$ cat config.mk
export PLATFORM = sky130hd
export DESIGN_NAME = rpn_stack_alu
export DESIGN_NICKNAME = d
export VERILOG_FILES = /design/src/rtl/rpn_stack_alu.sv
export SDC_FILE = /design/constraint.sdc
export NUM_CORES = 2
export LEC_CHECK = 0
export CAP_MARGIN = 30
export CORE_ASPECT_RATIO = 1.2
export CORE_MARGIN = 1.5
export CORE_UTILIZATION = 30
export DETAILED_ROUTE_END_ITERATION = 8
export PLACE_DENSITY = 0.52
export RECOVER_POWER = 50
export SLEW_MARGIN = 20
export SYNTH_ARGS = -nofsm -noshare
export SYNTH_HDL_FRONTEND = slang
export SYNTH_SLANG_ARGS = --single-unit
$ cat constraint.sdc
create_clock -name clk -period 20.2 [get_ports clk]
set_clock_uncertainty 0.15 [all_clocks]
set_input_delay 2.02 -clock clk [delete_from_list [all_inputs] [get_ports clk]]
set_output_delay 2.02 -clock clk [all_outputs]
set_load 0.01 [all_outputs]
$ cat src/rtl/rpn_stack_alu.sv
// Postfix (RPN) evaluation engine: DEPTH-entry operand stack, single-cycle ADD/SUB/MUL,
// restoring divider for DIV/MOD, sticky error flags {unbal, div0, under, over}.
module rpn_stack_alu #(
   parameter  int DATA_W = 32,
   parameter  int DEPTH  = 32,
   localparam int SP_W   = $clog2(DEPTH) + 1
) (
   input  logic              clk,
   input  logic              rst,
   input  logic              tok_valid,
   output logic              tok_ready,
   input  logic              tok_op,
   input  logic [DATA_W-1:0] tok_data,
   output logic [DATA_W-1:0] result,
   output logic              result_valid,
   output logic [SP_W-1:0]   depth,
   output logic [3:0]        err,
   output logic              busy
);

   // state | meaning
   // IDLE  | accepting tokens, pushes and op dispatch
   // EXEC  | one-cycle ADD/SUB/MUL commit
   // DIV   | DATA_W divider steps, then commit quotient/remainder
   // ERR   | error latched; tokens dropped until CLR
   typedef enum logic [1:0] {IDLE, EXEC, DIV, ERR} state_t;

   localparam int              AW    = SP_W - 1;
   localparam int              CNT_W = $clog2(DATA_W + 1);
   localparam logic [SP_W-1:0] FULL  = SP_W'(DEPTH);

   localparam logic [2:0] OP_ADD = 3'd0;
   localparam logic [2:0] OP_SUB = 3'd1;
   localparam logic [2:0] OP_MUL = 3'd2;
   localparam logic [2:0] OP_DIV = 3'd3;
   localparam logic [2:0] OP_MOD = 3'd4;
   localparam logic [2:0] OP_EQU = 3'd5;
   localparam logic [2:0] OP_CLR = 3'd6;

   state_t            state;
   logic [DATA_W-1:0] stk [DEPTH];
   logic [2:0]        op_r;
   logic [DATA_W-1:0] opa, opb;
   logic [DATA_W-1:0] rem_r, quo_r;
   logic [CNT_W-1:0]  cnt;

   logic [SP_W-1:0]   tos_p, nos_p;
   logic [DATA_W-1:0] tos, nos;
   logic [2:0]        code;
   logic [DATA_W-1:0] alu_y;
   logic [DATA_W:0]   shifted, diff;

   logic              stk_we;
   logic [AW-1:0]     stk_wa;
   logic [DATA_W-1:0] stk_wd;

   assign tos_p   = depth - SP_W'(1);
   assign nos_p   = depth - SP_W'(2);
   assign tos     = stk[tos_p[AW-1:0]];
   assign nos     = stk[nos_p[AW-1:0]];
   assign code    = tok_data[2:0];
   assign shifted = {rem_r, quo_r[DATA_W-1]};
   assign diff    = shifted - {1'b0, opb};

   always_comb begin
      alu_y = '0;
      case (op_r)
         OP_ADD:  alu_y = opa + opb;
         OP_SUB:  alu_y = opa - opb;
         OP_MUL:  alu_y = opa * opb;
         default: alu_y = '0;
      endcase
   end

   always_comb begin
      stk_we = 1'b0;
      stk_wa = '0;
      stk_wd = '0;
      case (state)
         IDLE: if (tok_valid && !tok_op && depth != FULL) begin
            stk_we = 1'b1;
            stk_wa = depth[AW-1:0];
            stk_wd = tok_data;
         end
         EXEC: begin
            stk_we = 1'b1;
            stk_wa = nos_p[AW-1:0];
            stk_wd = alu_y;
         end
         DIV: if (cnt == '0) begin
            stk_we = 1'b1;
            stk_wa = nos_p[AW-1:0];
            stk_wd = (op_r == OP_DIV) ? quo_r : rem_r;
         end
         default: ;
      endcase
   end

   // Storage has no reset; entries above depth are never observed.
   always_ff @(posedge clk) begin
      if (stk_we) stk[stk_wa] <= stk_wd;
   end

   always_ff @(posedge clk or posedge rst) begin
      if (rst) begin
         state        <= IDLE;
         depth        <= '0;
         result       <= '0;
         result_valid <= 1'b0;
         err          <= '0;
         busy         <= 1'b0;
         tok_ready    <= 1'b1;
         op_r         <= '0;
         opa          <= '0;
         opb          <= '0;
         rem_r        <= '0;
         quo_r        <= '0;
         cnt          <= '0;
      end else begin
         result_valid <= 1'b0;
         case (state)
            IDLE: if (tok_valid) begin
               if (!tok_op) begin
                  if (depth == FULL) begin
                     err[0] <= 1'b1;
                     state  <= ERR;
                  end else begin
                     depth <= depth + SP_W'(1);
                  end
               end else begin
                  case (code)
                     OP_ADD, OP_SUB, OP_MUL, OP_DIV, OP_MOD: begin
                        if (depth < SP_W'(2)) begin
                           err[1] <= 1'b1;
                           state  <= ERR;
                        end else if ((code == OP_DIV || code == OP_MOD) && tos == '0) begin
                           err[2] <= 1'b1;
                           state  <= ERR;
                        end else begin
                           op_r      <= code;
                           opa       <= nos;
                           opb       <= tos;
                           busy      <= 1'b1;
                           tok_ready <= 1'b0;
                           if (code == OP_DIV || code == OP_MOD) begin
                              rem_r <= '0;
                              quo_r <= nos;
                              cnt   <= CNT_W'(DATA_W);
                              state <= DIV;
                           end else begin
                              state <= EXEC;
                           end
                        end
                     end
                     OP_EQU: begin
                        if (depth == SP_W'(1)) begin
                           result       <= tos;
                           result_valid <= 1'b1;
                           depth        <= '0;
                        end else if (depth == '0) begin
                           err[1] <= 1'b1;
                           state  <= ERR;
                        end else begin
                           err[3] <= 1'b1;
                           state  <= ERR;
                        end
                     end
                     OP_CLR: begin
                        depth <= '0;
                        err   <= '0;
                     end
                     default: ;
                  endcase
               end
            end
            EXEC: begin
               depth     <= depth - SP_W'(1);
               busy      <= 1'b0;
               tok_ready <= 1'b1;
               state     <= IDLE;
            end
            DIV: begin
               if (cnt != '0) begin
                  // Restoring step: keep the trial difference only when it did not borrow.
                  if (!diff[DATA_W]) begin
                     rem_r <= diff[DATA_W-1:0];
                     quo_r <= {quo_r[DATA_W-2:0], 1'b1};
                  end else begin
                     rem_r <= shifted[DATA_W-1:0];
                     quo_r <= {quo_r[DATA_W-2:0], 1'b0};
                  end
                  cnt <= cnt - CNT_W'(1);
               end else begin
                  depth     <= depth - SP_W'(1);
                  busy      <= 1'b0;
                  tok_ready <= 1'b1;
                  state     <= IDLE;
               end
            end
            ERR: if (tok_valid && tok_op && code == OP_CLR) begin
               depth <= '0;
               err   <= '0;
               state <= IDLE;
            end
            default: state <= IDLE;
         endcase
      end
   end

endmodule

==> results_dict.tcl <==
set metrics [dict create \
    cp.required_ns 20.68 \
    grt_pass1_vias 53830 \
    synth-xor-area-share 0.0191 \
    rr_startpoint "depth[0]" \
    finalCritPeriodShare 0.653 \
    grt_usage 0.203 \
    synthMuxAreaShare 0.185 \
    yosysMostFrequentCell "edfxtp_1" \
    syn2layout_area_growth_pct 12.5 \
    postCtsHoldBufs 0 \
    io_pins 81 \
    slowest_stage "dfrtp_1" \
    synth-compound-area-share 0.0675 \
    cts-resized-gates 0 \
    synthSimpleGateAreaFrac 0.0935 \
    tritoncts "done" \
    cts_made_buffers 138 \
    hold_violations 0 \
    grt_max_degree 144 \
    core-area_sq_um 258000 \
    synth_edf_count 1024 \
    synth_nets 6675 \
    rsz0062_at_grt "false" \
    portBuffers 80 \
    nets 6679 \
    synth_top_family_by_area "multiplexers" \
    holdPathStages 2 \
    dp_hpwl_um 183000 \
    synthTopCellsByArea "edfxtp_1 (39%), mux4_2 (13%), fa_1 (11%)" \
    drive_gt1_frac 0.158 \
    die_area_sq_um 263000 \
    max-slew-margin-rel -1.66 \
    cpMostUsedCell "buf_4" \
    drc 0 \
    r2r_slack_ns 7.01 \
    syn_avg_cell_area_sq_um 12.9 \
    grt_first_pass_wirelength_um 388000 \
    antenna_left 0 \
    clock-sinks 1208 \
    h-tree-depth 4 \
    syn_area_sq_um 77900 \
    async_flop_share 0.152 \
    gp_congestion 0.923 \
    placementRows 204 \
    cp_max_fo 66 \
    clock_latency_ns 0.81 \
    yosysUniqueCellTypes 76 \
    status "finished, violations left" \
    cp_cell_sequence "inv_1 -> ha_1 -> clkbuf_1 -> clkbuf_1 -> buf_4 -> mux2_2 -> or3_1 -> a221oi_1 -> o221ai_1 -> a221oi_2 -> nor2_1 -> nor4_4 -> a211oi_4 -> buf_4 -> buf_4 -> nor2_1 -> a21oi_1" \
    clk_pin_slew_worst_paths_ns 0.06 \
    max_stage_delay_ns 2.07 \
    fin_setup_tns_ns 0 \
    dr_total_vias 51695 \
    violations "max-capacitance violations, max-slew violations" \
    worst_pin_slew_ns 4.00 \
    max-cap-violations 41 \
    pre_cts_slack_ns 11.19 \
    seq_area_frac_synth 0.454 \
    cts_root_buffer "clkbuf_16" \
    routedWlPerCell_um 28.2 \
    dr.first_iter.drc_count 4956 \
    cp_num_buf_inv 6 \
    synth_ff_type "edfxtp_1" \
    die_width_um 468 \
    synthAdderAreaFrac 0.138 \
    synth_top_cell_by_area "edfxtp_1" \
    finalWorstSetupSlack_ns 7.01 \
    arrival_ns 13.67 \
    final_max_slew_viol_count 1330 \
    post_cts_buffers 0 \
    worstReg2RegEnd "opa[21]" \
    ys_warn_count 0 \
    ys_seq_elements 1208 \
    cts.path.max_buffers 4 \
    dieHeight_um 561 \
    start_util 0.302 \
    criticalPathCategory "register to register" \
    min_to "result[19]" \
    overflow 0 \
    yosys-top-cells-count "edfxtp_1 (1024), nand2_1 (598), mux4_2 (466), inv_1 (442), fa_1 (410)" \
    cp-start-kind "register" \
    min_from "result[19]" \
    cpLargestDelayFamily "buffers and inverters" \
    setup_viol 0 \
    postSynthCellCount 6028 \
    min_period_ns 13.19 \
    hp-class "register to register" \
    r2r_cells 17 \
    grt_antenna_before_repair 9 \
    synth_top_area_share 0.395 \
    end_kind "register" \
    dr.pass1.iters 6 \
    avgViaCountPerCell 5.43 \
    drt-total-wl_um 268000 \
    fmax_mhz 75.8 \
]
==> registers in the layout, indices dropped and copies added, names as in the netlist <==
signal        cells
stk            1024
opa              32
opb              32
quo_r            32
rem_r            32
result           32
cnt               6
depth             6
err               4
op_r              3
state             2
busy              1
result_valid      1
tok_ready         1
==> per-stage QoR <==
stage                     utilization  instances  hold slack [ns]  cell area (sq um)
final                           0.340       9526            0.325              87600
after floorplan                     -       6028            0.326              77900
after global placement          0.322       9261            0.317              83100
after detailed placement        0.324       9285            0.324              83400
after global routing            0.340       9523            0.350              87600
after CTS                       0.341       9516            0.338              87900
==> worst max-delay path by stage <==
stage / startpoint / endpoint / slack [ns] / cells past startpoint
floorplan: opb[5] / stk[0][31] / 11.88 / 24
global placement: opa[17] / stk[24][27] / 11.22 / 22
detailed placement: opa[16] / stk[17][27] / 11.19 / 22
CTS: opa[16] / stk[17][27] / 11.11 / 22
global route: depth[0] / opa[25] / 6.13 / 17
finish: depth[0] / opa[21] / 7.01 / 17
==> metal layers <==
layer  routed length, um  vias up  global-route usage
met2              136000     1836               0.357
met3               14200      521              0.0272
met1              102000    27190               0.241
li1                    -    22142                   -
met5                  35        -                   0
met4               16100        6               0.101
==> logic make-up (layout without fill, tap and decap cells) <==
logic type | Yosys count | in the layout
adder cells (fa/ha/maj) | 611 | 611
AND/OR/NAND/NOR | 1538 | 1538
multiplexers | 840 | 840
other | 0 | 4
flip-flops | 1208 | 1208
buffers and inverters | 850 | 945
AO/OA/AOI/OAI | 811 | 811
XOR/XNOR | 170 | 170
==> layout by cell type, fill, tap and decap left out, drive strengths merged, types with 12 or more instances in the layout <==
cell type and count:
nand3 154, inv 447, o21ai 180, o21a 23, mux2i 261, nor2 274
a21oi 212, a31oi 34, o211ai 81, bufinv 17, clkbuf 218, o221ai 12
and3 13, mux4 466, nand2 598, fa 410, a311oi 17, and2 290
a21o 39, o22ai 25, or3 65, edfxtp 1024, dlygate4sd3 44, a211oi 42
nor2b 22, ha 201, a221oi 62, xnor2 130, dfrtp 183, nand4 13
clkdlybuf4s50 36, nand2b 22, mux2 113, nor3 36, xor2 40, clkinv 37
buf 144
==> layout make-up <==
cell class                      instances  area [sq um]
Antenna cell                            4          10.0
Clock buffer                          171          3660
Clock inverter                         60           769
Fill cell                           25239        170000
Inverter                              443          1660
Multi-Input combinational cell       3970         39600
Sequential cell                      1208         35400
Tap cell                             3399          4250
Timing Repair Buffer                  271          2270
==> worst register-to-register path, cell delays in order, from the launching register on <==
cell	delay (ns)
dfrtp_1	2.07
inv_1	0.21
ha_1	1.41
clkbuf_1	1.69
clkbuf_1	2.04
buf_4	0.97
mux2_2	0.47
or3_1	0.35
a221oi_1	0.66
o221ai_1	0.31
a221oi_2	0.31
nor2_1	0.20
nor4_4	0.76
a211oi_4	0.29
buf_4	0.38
buf_4	0.48
nor2_1	0.24
a21oi_1	0.06
Power is not shown: default switching activity piles up to over one toggle a cycle in this logic, so the estimate is an artifact.
